## src/rtl/bank_ctrl_sequencer.sv

```systemverilog
// bank_ctrl_sequencer: timed strobe sequencer for one 256x256 eDRAM bank, with periodic refresh and idle sleep.
// Define BANK_CTRL_OPENPAGE_EN for the open-page policy; the default build is closed-page.
module bank_ctrl_sequencer #(
    parameter int T_PRE        = 2,
    parameter int T_RCD        = 2,
    parameter int T_SENSE      = 2,
    parameter int T_WR         = 2,
    parameter int T_WAKE       = 2,
    parameter int REF_INTERVAL = 1024,
    parameter int IDLE_GATE    = 64
) (
    input  logic        clk,
    input  logic        rst_n,
    input  logic        req_valid,
    output logic        req_ready,
    input  logic        req_we,
    input  logic [10:0] req_addr,
    input  logic [31:0] req_wdata,
    output logic        rsp_valid,
    output logic [31:0] rsp_rdata,
    output logic [10:0] bank_addr,
    output logic [31:0] din,
    output logic        precharge_en,
    output logic        row_decode_en,
    output logic        col_decode_en,
    output logic        sense_amp_en,
    output logic        write_driver_en,
    output logic        power_gate_en,
    output logic        rbb_en,
    input  logic [31:0] bank_dout,
    output logic        refresh_overrun
);
    typedef enum logic [3:0] {IDLE, PRE, ACT, RD, WR, REF_PRE, REF_ACT, REF_RST, SLEEP, WAKE} state_t;
    localparam int RW = $clog2(REF_INTERVAL + 1);
    localparam int IW = $clog2(IDLE_GATE + 1);

    state_t        state, state_nx;
    logic [7:0]    cnt, cnt_load;
    logic [RW-1:0] ref_cnt;
    logic [IW-1:0] idle_cnt;
    logic [7:0]    ref_row;
    logic [10:0]   addr_q;
    logic [31:0]   wdata_q;
    logic          we_q, refresh_pending, done, ref_wrap, ref_done, op_done, accept, idle_go;
    logic          hit, open_vld, closing;

    assign done     = cnt == 8'd0;
    assign ref_wrap = ref_cnt == RW'(REF_INTERVAL - 1);
    assign ref_done = state == REF_RST && done;
    assign op_done  = (state == RD || state == WR) && done;
    assign accept   = req_valid && req_ready;
    assign idle_go  = state == IDLE && !req_valid && !refresh_pending && idle_cnt == IW'(IDLE_GATE - 1);

    always_ff @(posedge clk) begin
        if (!rst_n) begin
            state <= IDLE;
            cnt   <= '0;
        end else begin
            state <= state_nx;
            cnt   <= state_nx != state ? cnt_load : cnt - 8'd1;
        end
    end

    // Refresh outranks a waiting request; a hit on the open row skips PRE/ACT.
    always_comb begin
        state_nx = state;
        case (state)
            IDLE:    state_nx = refresh_pending ? REF_PRE :
                                req_valid ? (hit ? (req_we ? WR : RD) : PRE) :
                                idle_go ? (open_vld ? PRE : SLEEP) : IDLE;
            PRE:     state_nx = !done ? PRE : closing ? SLEEP : ACT;
            ACT:     state_nx = !done ? ACT : we_q ? WR : RD;
            RD:      state_nx = done ? IDLE : RD;
            WR:      state_nx = done ? IDLE : WR;
            REF_PRE: state_nx = done ? REF_ACT : REF_PRE;
            REF_ACT: state_nx = done ? REF_RST : REF_ACT;
            REF_RST: state_nx = done ? IDLE : REF_RST;
            SLEEP:   state_nx = (req_valid || refresh_pending) ? WAKE : SLEEP;
            WAKE:    state_nx = done ? IDLE : WAKE;
            default: state_nx = IDLE;
        endcase
    end

    always_comb begin
        cnt_load = 8'd0;
        case (state_nx)
            PRE, REF_PRE: cnt_load = 8'(T_PRE - 1);
            ACT, REF_ACT: cnt_load = 8'(T_RCD - 1);
            RD, REF_RST:  cnt_load = 8'(T_SENSE - 1);
            WR:           cnt_load = 8'(T_WR - 1);
            WAKE:         cnt_load = 8'(T_WAKE - 1);
            default:      cnt_load = 8'd0;
        endcase
    end

    always_comb begin
        req_ready       = state == IDLE && !refresh_pending;
        precharge_en    = state == PRE || state == REF_PRE;
        row_decode_en   = state inside {ACT, RD, WR, REF_ACT, REF_RST} || (state == IDLE && open_vld);
        col_decode_en   = state == RD || state == WR;
        sense_amp_en    = state == RD || state == REF_RST;
        write_driver_en = state == WR;
        power_gate_en   = state == SLEEP;
        rbb_en          = state == SLEEP;
        bank_addr       = state inside {REF_PRE, REF_ACT, REF_RST} ? {ref_row, 3'b000} : addr_q;
        din             = wdata_q;
    end

    always_ff @(posedge clk) begin
        if (!rst_n) begin
            ref_cnt         <= '0;
            idle_cnt        <= '0;
            ref_row         <= '0;
            refresh_pending <= 1'b0;
            refresh_overrun <= 1'b0;
            addr_q          <= '0;
            we_q            <= 1'b0;
            wdata_q         <= '0;
            rsp_valid       <= 1'b0;
            rsp_rdata       <= '0;
        end else begin
            ref_cnt         <= ref_wrap ? '0 : ref_cnt + 1'b1;
            refresh_pending <= ref_wrap || (refresh_pending && !ref_done);
            refresh_overrun <= refresh_overrun || (ref_wrap && refresh_pending);
            idle_cnt        <= (state == IDLE && !req_valid && !refresh_pending) ? idle_cnt + 1'b1 : '0;
            ref_row         <= ref_done ? ref_row + 8'd1 : ref_row;
            if (accept) begin
                addr_q  <= req_addr;
                we_q    <= req_we;
                wdata_q <= req_wdata;
            end
            rsp_valid <= op_done;
            rsp_rdata <= (op_done && state == RD) ? bank_dout : '0;
        end
    end

`ifdef BANK_CTRL_OPENPAGE_EN
    logic [7:0] open_row;
    assign hit = open_vld && req_addr[10:3] == open_row;
    // Any precharge leaving IDLE closes the page; closing marks a PRE that heads into SLEEP.
    always_ff @(posedge clk) begin
        if (!rst_n) begin
            open_vld <= 1'b0;
            open_row <= '0;
            closing  <= 1'b0;
        end else begin
            if (op_done) begin
                open_vld <= 1'b1;
                open_row <= addr_q[10:3];
            end else if (state == IDLE && (state_nx == PRE || state_nx == REF_PRE)) begin
                open_vld <= 1'b0;
            end
            if (state == IDLE) closing <= idle_go;
        end
    end
`else
    assign hit      = 1'b0;
    assign open_vld = 1'b0;
    assign closing  = 1'b0;
`endif
endmodule

```

## config.mk

```make
export PLATFORM = sky130hd
export DESIGN_NAME = bank_ctrl_sequencer
export DESIGN_NICKNAME = d
export VERILOG_FILES = /design/src/rtl/bank_ctrl_sequencer.sv
export SDC_FILE = /design/constraint.sdc
export NUM_CORES = 1
export LEC_CHECK = 0
export CAP_MARGIN = 20
export CORE_ASPECT_RATIO = 0.5
export CORE_UTILIZATION = 44
export DETAILED_ROUTE_END_ITERATION = 8
export GPL_ROUTABILITY_DRIVEN = 0
export GPL_TIMING_DRIVEN = 0
export HOLD_SLACK_MARGIN = 0.1
export PLACE_DENSITY = 0.87
export SLEW_MARGIN = 20
export SYNTH_ARGS = -nofsm -noshare
export SYNTH_HDL_FRONTEND = slang
export SYNTH_SLANG_ARGS = --single-unit
```

## constraint.sdc

```tcl
create_clock -name clk -period 2.4 [get_ports clk]
set_input_delay 0.36 -clock clk [delete_from_list [all_inputs] [get_ports clk]]
set_output_delay 0.36 -clock clk [all_outputs]
set_load 0.01 [all_outputs]
```

## Yosys cells after proc, flatten, opt, wreduce, memory -nomap -nowiden

Memory sizes are Yosys's and may differ from the RTL's.
Index checks and enable logic that the tools add are counted.

| word-level totals | value |
|---|---|
| output and inout bits | 85 |
| ROM bits | 16 |
| input bits | 79 |
| flip-flop bits (word level) | 117 |
| memories | 1 |

| cells by class | value |
|---|---|
| $add $sub $neg | 4 |
| equal/unequal tests | 12 |
| reductions and logical operators | 26 |
| bitwise gates (word level) | 1 |
| multiplexer cells | 16 |

Memories:

| name | depth | bits a word | read ports | clocked after Yosys merged registers in | wr ports | RTL line | source |
|---|---|---|---|---|---|---|---|
| (name not given) | 16 | 1 | 1 | 0 | 0 | 86 | `case (state_nx)` |

Operators by type and width:

| cell | number |
|---|---|
| $pmux W4 S10 | 1 |
| $eq A4 B3 Y1 const B | 4 |
| $mux W4 | 4 |
| $mux W3 | 4 |
| $add A11 B1 Y11 const B | 1 |
| $eq A11 B10 Y1 const B | 1 |
| $mux W11 | 1 |
| $logic_and A1 B1 Y1 | 10 |
| $add A8 B1 Y8 const B | 1 |
| $eq A4 B2 Y1 const B | 2 |
| $eq A4 B4 Y1 const B | 2 |
| $logic_not A8 Y1 | 1 |
| $mux W8 | 1 |
| $sub A8 B1 Y8 const B | 1 |
| $add A7 B1 Y7 const B | 1 |
| $eq A7 B6 Y1 const B | 1 |
| $logic_or A1 B1 Y1 | 6 |
| $mux W2 | 3 |
| $reduce_bool A5 Y1 | 1 |
| $eq A4 B1 Y1 const B | 1 |
| $logic_not A4 Y1 | 1 |
| $ne A4 B4 Y1 | 1 |
| $reduce_and A2 Y1 | 2 |
| $logic_not A1 Y1 | 3 |
| other kinds (4) | 5 |

## Logic depth before layout (Yosys ltp)

| depth | value |
|---|---|
| depth in word-level cells | 10 |
| gate-level depth with buffers | 10 |

## Worst setup path after synthesis

OpenSTA, ideal clock, no wires.

| timing | value |
|---|---|
| kind | register -> register |
| from | register cnt[0] |
| to | register cnt[3] |
| arrival time | 1.987 ns |
| path slack | 0.347 ns |
| period minus slack after synthesis | 2.053 ns |
| stages on the path, launching flop included | 11 |
| cell sequence | dfxtp_1 > inv_1 > ha_1 > nor3b_1 > and2_1 > buf_6 > a31oi_2 > o221ai_2 > or4_1 > buf_4 > a21oi_2 |

| between the ends | value |
|---|---|
| word-level cells in the longest chain between the ends | 5 |
| elaborated cells between the ends (all ways) | 13 |

RTL lines:

| item | RTL line | source |
|---|---|---|
| start: declaration | 38 | `logic [7:0] cnt, cnt_load;` |
| start signal: assignment | 60 | `cnt <= state_nx != state ? cnt_load : cnt - 8'd1;` |
| $logic_not A8 Y1 | 47 | `assign done = cnt == 8'd0;` |
| $mux W4, or another cell as far along | 79 | `WAKE: state_nx = done ? IDLE : WAKE;` |
| $pmux W4 S10 | 67 | `case (state)` |
| $ne A4 B4 Y1 | 60 |  |
| $mux W8 (*) | 60 |  |

Every way passes the cells marked *; elsewhere a longest branch is shown, timed or not.
A chain may end at the register's enable or synchronous reset.

## Final worst setup path

| timing | value |
|---|---|
| from | register state[3] |
| to | output bank_addr[9] |

| between the ends | value |
|---|---|
| word-level cells in the longest chain between the ends | 3 |
| elaborated cells between the ends (all ways) | 5 |

RTL lines:

| item | RTL line | source |
|---|---|---|
| start: declaration | 37 | `state_t state, state_nx;` |
| start signal: assignment | 59 | `state <= state_nx;` |
| $eq A4 B3 Y1 | 105 | `bank_addr = state inside {REF_PRE, REF_ACT, REF_RST} ? {ref_row, 3'b000} : addr_q;` |
| $reduce_bool A3 Y1 (*) | 105 |  |
| $mux W11 (*) | 105 |  |
| end: declaration | 21 | `output logic [10:0] bank_addr,` |

Marks and branches as above.

==> flow_summary_export.csv <==
group,metric,value,unit
sta,setup_viol,0,
floorplanning,die_height,72.8,um
synthesis,synthArstFlopShare,0,%
final_layout,diodes,0,
pwr,finalPower,0.00693,W
pwr,power_density,1000,nW/um^2
detailed_routing,drc_errors,0,
global_routing,grt_pass1_wl,18.6,mm
sta,maxSlewViolCount,0,
critical_path,path_cells,"nand2b_2 -> nor2_4 -> buf_6 -> mux2_2 -> dlygate4sd2_1",
critical_path,max_stage_delay,0.34,ns
clock_network,cts_buffers,17,
floorplanning,dieArea,10400,um^2
detailed_routing,drtAntennaViolNets,0,
synthesis,yosys.area.top_type,"dfxtp_1",
clock_network,holdBufCountCts,0,
critical_path,worst-path-max-fanout,10,
pwr,p_clk_share,41.8,%
final_layout,layoutNonFillerInstCount,825,
clock_network,cts_tree,"yes",
floorplanning,die_w,144,um
min_path,min_path_type,"in -> reg",
global_routing,grt_usage,23.5,%
sta,setup_slack,0.0790,ns
critical_path,worstReg2RegEnd,"cnt[3]$_SDFF_PP0_",
detailed_routing,drt_iter0_drc,170,
synthesis,syn_nets,579,
detailed_routing,viasPerCell,5.03,
clock_network,clock_latency,0.41,ns
critical_path,required,2.04,ns
clock_network,numClockSinks,117,
synthesis,syn-cell-area,4410,um^2
place,portBuffers,162,
synthesis,ys.flop_type,"dfxtp_1",
global_routing,grt_pass1_vias,3966,
detailed_routing,wl,12.1,mm
sta,max_slew_margin,59.7,%
place,place_inst,792,
clock_network,htree_levels,4,
final_layout,syn2layout_area_growth,57.2,%
sta,fmax,431,MHz
synthesis,syn_area_per_cell,8.91,um^2
critical_path,crit_family,"buffers and inverters",
global_routing,antenna_found_initial,0,
detailed_routing,vias,4151,
final_layout,utilization,72.4,%
critical_path,endpoint_kind,"output port",
final_layout,num-nets-final,761,
clock_network,clk_pin_slew,0.05,ns
min_path,hold_depth,2,
pwr,power.leakage,2.73,nW
critical_path,reg2reg_from,"cnt[0]$_SDFF_PN0_",
pwr,power_frac_seq,33.3,%
critical_path,ff2ff_path_depth,10,
floorplanning,initial_core_util,46.1,%
synthesis,synth-edff-count,0,
floorplanning,pin_count,164,
floorplanning,core-area,9570,um^2
clock_network,root_buffer,"clkbuf_16",
detailed_routing,routedWlPerCell,14.6,um
synthesis,ys_top_cells_by_area,"dfxtp_1 53%, nand2_1 8.9%, a21oi_1 5.7%",
critical_path,worst-path-buf-inv,2,
sta,hold_viol_final,0,
synthesis,synth_top_cell_area_share,53.1,%
place,dp_hpwl,8.20,mm
run,maxCapViolCount,0,
synthesis,yosys_warnings,0,
detailed_routing,dr.pass1.iters,5,
pwr,combPwrFrac,24.9,%
critical_path,crit_arrival,1.96,ns
critical_path,rrSetupSlack,0.11,ns
pwr,ir_drop,0.584,mV
sta,skew,0.0109,ns
floorplanning,fp-row-count,25,
min_path,min_to,"refresh_pending$_SDFF_PN0_",
critical_path,critPathKind,"reg -> out",
final_layout,drive_gt1_share,11.3,%
global_routing,grt-ovfl-total,0,
sta,rsz0062_at_grt,"false",
place,place_ws,-0.208,ns
outcome,status,"completed",
clock_network,cts_buffer_depth,2,
synthesis,yosys.cell_types.count,48,
pwr,swShare,28.5,%
synthesis,ys_ff_latch,117,
pwr,p_int,0.00496,W
sta,min_period_over_period,96.7,%
critical_path,critPathSlowestCell,"dfxtp_1",
sta,tightest_slew,0.604,ns
min_path,hp-start,"rst_n",
synthesis,synthCells,495,
sta,finalCriticalPeriod,2.32,ns
critical_path,cp-start-kind,"flop",
pwr,p_switching,0.00197,W
synthesis,ys_seq_area_share,53.1,%
global_routing,grt_max_degree,17,
==> final cells by class <==
cell class                 count  area [um^2]
clock buffer                  19          453
buffer                        28          153
sequential                   117         2340
clock inverter                13          228
inverter                       7         26.3
fill                         679         2640
tap                          135          169
multi-input combinational    343         1940
timing repair buffer         163         1620
==> stage by stage <==
stage,hold slack [ns],instance area [um^2],TNS (ns)
floorplan,0.418,4410,0
global placement,0.426,6200,-1.07
detailed placement,0.444,6200,-1.35
CTS,0.382,6910,0
global route,0.413,6930,0
finish,0.401,6930,0
==> how the worst max path moves through the flow <==
stage                        endpoint  cells after the start                start
floorplan           cnt[3]$_SDFF_PP0_                     10    cnt[0]$_SDFF_PN0_
global placement         bank_addr[9]                      6  state[2]$_SDFF_PN0_
detailed placement       bank_addr[9]                      6  state[2]$_SDFF_PN0_
CTS                      bank_addr[9]                      6  state[2]$_SDFF_PN0_
global route        cnt[3]$_SDFF_PP0_                     10    cnt[0]$_SDFF_PN0_
finish                   bank_addr[9]                      5  state[3]$_SDFF_PN0_
==> placed cells by master, fill, tap and decap left out, types with 9 or more instances in the layout <==
cell type,synthesis,routed
clkbuf_16,0,17
dfxtp_1,117,116
xor2_1,13,13
and2_1,36,36
clkbuf_1,14,13
xnor2_1,12,12
nor2_1,44,41
a21oi_1,50,50
clkdlybuf4s50_1,0,153
and3_1,9,9
nand2_1,105,105
==> power groups by stage <==
stage | Clock (W) | Combinational, W | Sequential (W)
after global routing | 0.00302 | 0.00187 | 0.00233
after global placement | 0 | 0.00164 | 0.00233
after floorplan | 0 | 0.000988 | 0.00236
after detailed placement | 0 | 0.00168 | 0.00233
final | 0.00290 | 0.00172 | 0.00231
after CTS | 0.00292 | 0.00172 | 0.00230
==> layer usage <==
metal  vias up  global-route usage, %  wire length [um]
met5         -                      0                 0
met4         0                   13.6               427
met3        52                   8.66               841
met2       179                   42.0              6110
met1      1930                   24.2              4700
li1       1990                      -                 -
==> what timing repair did <==
action                                  CTS  global route
buffers inserted                          0             1
endpoints found under the setup margin   17            16
resized for setup                        18             7
==> flip-flops by register name, indices dropped and copies added, names as in the netlist <==
signal	count
refresh_pending	1
din	32
we_q	1
addr_q	11
rsp_valid	1
ref_cnt	11
cnt	8
rsp_rdata	32
ref_row	8
state	4
refresh_overrun	1
idle_cnt	7
==> cell families (layout without fill, tap and decap cells) <==
kind of cell / after synthesis / count (layout) / synth area share [%]
xor gates and xnor gates: 25 / 25 / 4.97
DFF: 117 / 117 / 53.1
adders and majority gates: 5 / 5 / 1.42
buffers and inverters: 35 / 230 / 3.72
and+or+nand+nor: 240 / 240 / 26.0
AOI/OAI and AO/OA: 64 / 64 / 8.54
muxes: 9 / 9 / 2.27
==> Yosys cell counts (3+ instances only) <==
library cell / count
inv_1: 5
nor2b_1: 4
nor3_1: 8
nand2b_1: 3
buf_2: 8
nand4_1: 3
clkbuf_1: 14
xor2_1: 13
and2_1: 36
and3_1: 9
dfxtp_1: 117
mux2_2: 8
nor2_2: 5
nand2_1: 105
ha_1: 5
nand3_1: 8
nor2_1: 44
a21oi_1: 50
xnor2_1: 12
==> worst reg2reg max path: cells and delay by family, from the launching register on <==
kind | cells | cell delay, ns
adders and majority gates | 1 | 0.20
AOI/OAI and AO/OA | 3 | 0.46
DFF | 1 | 0.35
and+or+nand+nor | 3 | 0.80
buffers and inverters | 3 | 0.42
(Power assumes the default switching activity.)
==> edit 1, RTL diff (config.mk and constraints unchanged) <==
`rsp_rdata` no longer has a reset.
--- a/src/rtl/bank_ctrl_sequencer.sv
+++ b/src/rtl/bank_ctrl_sequencer.sv
@@ -117,7 +117,6 @@
             we_q            <= 1'b0;
             wdata_q         <= '0;
             rsp_valid       <= 1'b0;
-            rsp_rdata       <= '0;
         end else begin
             ref_cnt         <= ref_wrap ? '0 : ref_cnt + 1'b1;
             refresh_pending <= ref_wrap || (refresh_pending && !ref_done);
@@ -130,8 +129,11 @@
                 wdata_q <= req_wdata;
             end
             rsp_valid <= op_done;
-            rsp_rdata <= (op_done && state == RD) ? bank_dout : '0;
         end
+    end
+
+    always_ff @(posedge clk) begin
+        rsp_rdata <= (op_done && state == RD) ? bank_dout : '0;
     end
 
 `ifdef BANK_CTRL_OPENPAGE_EN
Behaviour: differs if rst_n is asserted again (counterexample within 10 cycles, from zero or initial values and one cycle with rst_n low); with rst_n held inactive, the same outputs for 10 cycles.
==> edit 1 against the unedited design <==
Worst setup slack got worse by 0.049 ns. Area after synthesis increased by 6.3%. Sequential cell count unchanged. Routed wire length increased by 1.7%. Highest routed layer unchanged. Critical path depth increased by 1. Final area increased by 2.5%. Critical path type unchanged. Total power increased by 7.9%. Critical endpoint is now bank_addr[3]. Die area increased by 6.2%.
==> edit 1: results (changes against the unedited design) <==
run status=completed; met1 usage=0.2512 (+0.009038); synth unique cells=56 (+17%); Post-Layout Inst Area=0.007106 mm² (+2.5%); IR drop worst, VDD=0.5469 mV (-6.4%); Placement Setup Slack=-0.1918 ns (+0.01664 ns); Post-synth top cells=dfxtp_1 (117), nand2_1 (100), a21boi_1 (41), and2_1 (41), nor2_1 (33); area of the multi-input gates=0.002211 mm² (+14%); Leakage=2.798 nW (+2.4%); dpl hpwl=8.548 mm (+4.2%); Post-Synth Adder-Cell Area=0.01334 (-0.0008444); dpl cell area=0.006485 mm² (+4.6%); Rel. slew slack=0.6003 (+0.003185); met3 Use GR=0.05394 (-0.03267); Post-Route WL=12.29 mm (+1.7%); first-pass detailed-route iteration total=4 (-1); Signal buffers=189 (-1.0%); filler cell count=773 (+14%); met1 wire length=5.077 mm (+7.9%); Inst Count DP=805 (+1.6%); layout clock buffer count=24 (+5); nets=769 (+1.1%); vias in the first global route=3991 (+0.63%); Routed met2 length=6.337 mm (+3.8%); Layout non-clock buf frac=0.2479 (-0.008119); area grow syn2layout=51.56%; sequential share of power=0.325 (-0.008); gr usage total=0.2217 (-0.01359); post-synthesis cell count=503 (+1.6%); post-synthesis compound-gate area fraction=0.1244 (+0.03895); multi-input logic cell count=355 (+3.5%); vias per inst=4.912 (-2.4%); clk tree area frac=0.08382 (-0.01441); clock share of power=0.341 (-0.077); Seq cells=117 (unchanged); Starting DRT DRC Count=157 (-7.6%); Net Count, Synth=587 (+1.4%); DR vias=4116 (-0.84%); first-pass GRT wire length=18.98 mm (+2.3%); Critical Path AT=2.01 ns (+0.05 ns); Seq/Total Area, Yosys=0.4996 (-0.03161); Non-clk invs=5 (-2); CP Launch Point=state[1]$_SDFF_PN0_
-- edit 1: cell types whose count changed after synthesis, moves of 6 or more --
cell / delta
and3_1: -6
nor2b_1: +9
a21boi_0: +7
a21oi_1: -43
a21boi_1: +41
nor2_1: -11
-- edit 1: logic make-up (layout without fill, tap and decap cells) --
logic type      Yosys count  after routing
buf+inv                  31            226
simple gates            241            241
flops                   117            117
fa+ha+maj                 5              5
mux                       9              9
compound gates           77             77
xor+xnor                 23             23
-- edit 1: final timing paths --
kind                             end  slack (ns)  depth (start not counted)
max                     bank_addr[3]        0.03                          6
min          ref_row[7]$_SDFFE_PN0P_        0.29                          2
max reg2reg        cnt[0]$_SDFF_PN0_        0.21                          8
min reg2reg   addr_q[7]$_SDFFE_PN0P_        0.45                          2
-- edit 1: what timing repair did --
item,in CTS,in global routing
endpoints found under the setup margin,42,38
gates resized for setup,29,9
gates cloned,1,0
==> edit 2, RTL diff (config.mk and constraints unchanged) <==
Without the edit above. The parameter `REF_INTERVAL` goes from 1024 to 4096.
--- a/src/rtl/bank_ctrl_sequencer.sv
+++ b/src/rtl/bank_ctrl_sequencer.sv
@@ -6,7 +6,7 @@
     parameter int T_SENSE      = 2,
     parameter int T_WR         = 2,
     parameter int T_WAKE       = 2,
-    parameter int REF_INTERVAL = 1024,
+    parameter int REF_INTERVAL = 4096,
     parameter int IDLE_GATE    = 64
 ) (
     input  logic        clk,
Function: same outputs for any inputs over 10 cycles, from zero or initial values and one cycle with rst_n low; that may be too few to reach the edited logic, so the function may still have changed.
==> edit 2 against the unedited design <==
Sequential cell count grew 2. Area after synthesis up 2.4%. Largest power group is now sequential cells. Clock power fell by 21%. Highest routed layer unchanged. Largest cell class unchanged. Global-route usage is essentially flat. Total power is 1.8% higher. Via count rose by 1.5%. Worst setup slack improved by 0.0078 ns. Clock skew shrank 0.0018 ns. Final area rose by 0.34%. Routed wire length is 2.9% higher.
==> edit 2: results (changes against the unedited design) <==
met3 Use GR=0.08323 (-0.003384); worst hold start=ref_cnt[0]$_SDFF_PP0_; multi-input logic cell count=355 (+3.5%); Inst Count DP=805 (+1.6%); Int Power=4.767 mW (-3.8%); sequential share of power=0.346 (+0.013); clock share of power=0.326 (-0.092); area grow syn2layout=53.93%; Rel. slew slack=0.5493 (-0.04783); Post-Synth Adder-Cell Area=0.01385 (-0.0003380); Routed wire per std cell=14.77 µm (+0.84%); Post-synth top cells=dfxtp_1 (119), nand2_1 (102), a21oi_1 (53), nor2_1 (53), and2_1 (35); nets=780 (+2.5%); vias per inst=5.006 (-0.51%); Reg-to-Reg Start=cnt[1]$_SDFF_PP0_; synth unique cells=51 (+6.3%); seq pwr=2.44 mW (+6%); Post-Route WL=12.43 mm (+2.9%); met1 usage=0.2525 (+0.01032); Leakage=2.713 nW (-0.71%); Placement Setup Slack=-0.4526 ns (-0.2442 ns); most area-consuming cells after synthesis=dfxtp_1 (53%), nand2_1 (8.5%), a21oi_1 (5.9%); clk tree area frac=0.07630 (-0.02193); fmax=0.4323 GHz (+0.34%); met1 wire length=4.962 mm (+5.5%); run status=completed; Routed met2 length=6.041 mm (-1.1%); slowest stage cell, crit path=clkdlybuf4s50_1; Critical Path End=precharge_en; GR Layer Usage met2=0.4092 (-0.01098)
==> edit 2: cell count changes after synthesis, sizes merged, moves of 2 or more <==
cell | before | now
buf | 14 | 8
and3 | 10 | 5
nand3 | 8 | 13
nor2 | 49 | 54
o21ai | 2 | 6
clkbuf | 14 | 17
nand2 | 105 | 102
dfxtp | 117 | 119
nor3b | 2 | 0
or2 | 1 | 3
or3 | 1 | 3
==> edit 2: worst min-delay path by stage <==
stage | end | slack, ns | cells after the start
final | ref_cnt[0]$_SDFF_PP0_ | 0.45 | 1
after global routing | ref_cnt[0]$_SDFF_PP0_ | 0.46 | 1
after CTS | ref_cnt[0]$_SDFF_PP0_ | 0.45 | 1
after detailed placement | ref_cnt[0]$_SDFF_PP0_ | 0.44 | 1
after global placement | ref_cnt[0]$_SDFF_PP0_ | 0.43 | 1
after floorplan | idle_cnt[0]$_SDFF_PN0_ | 0.42 | 1
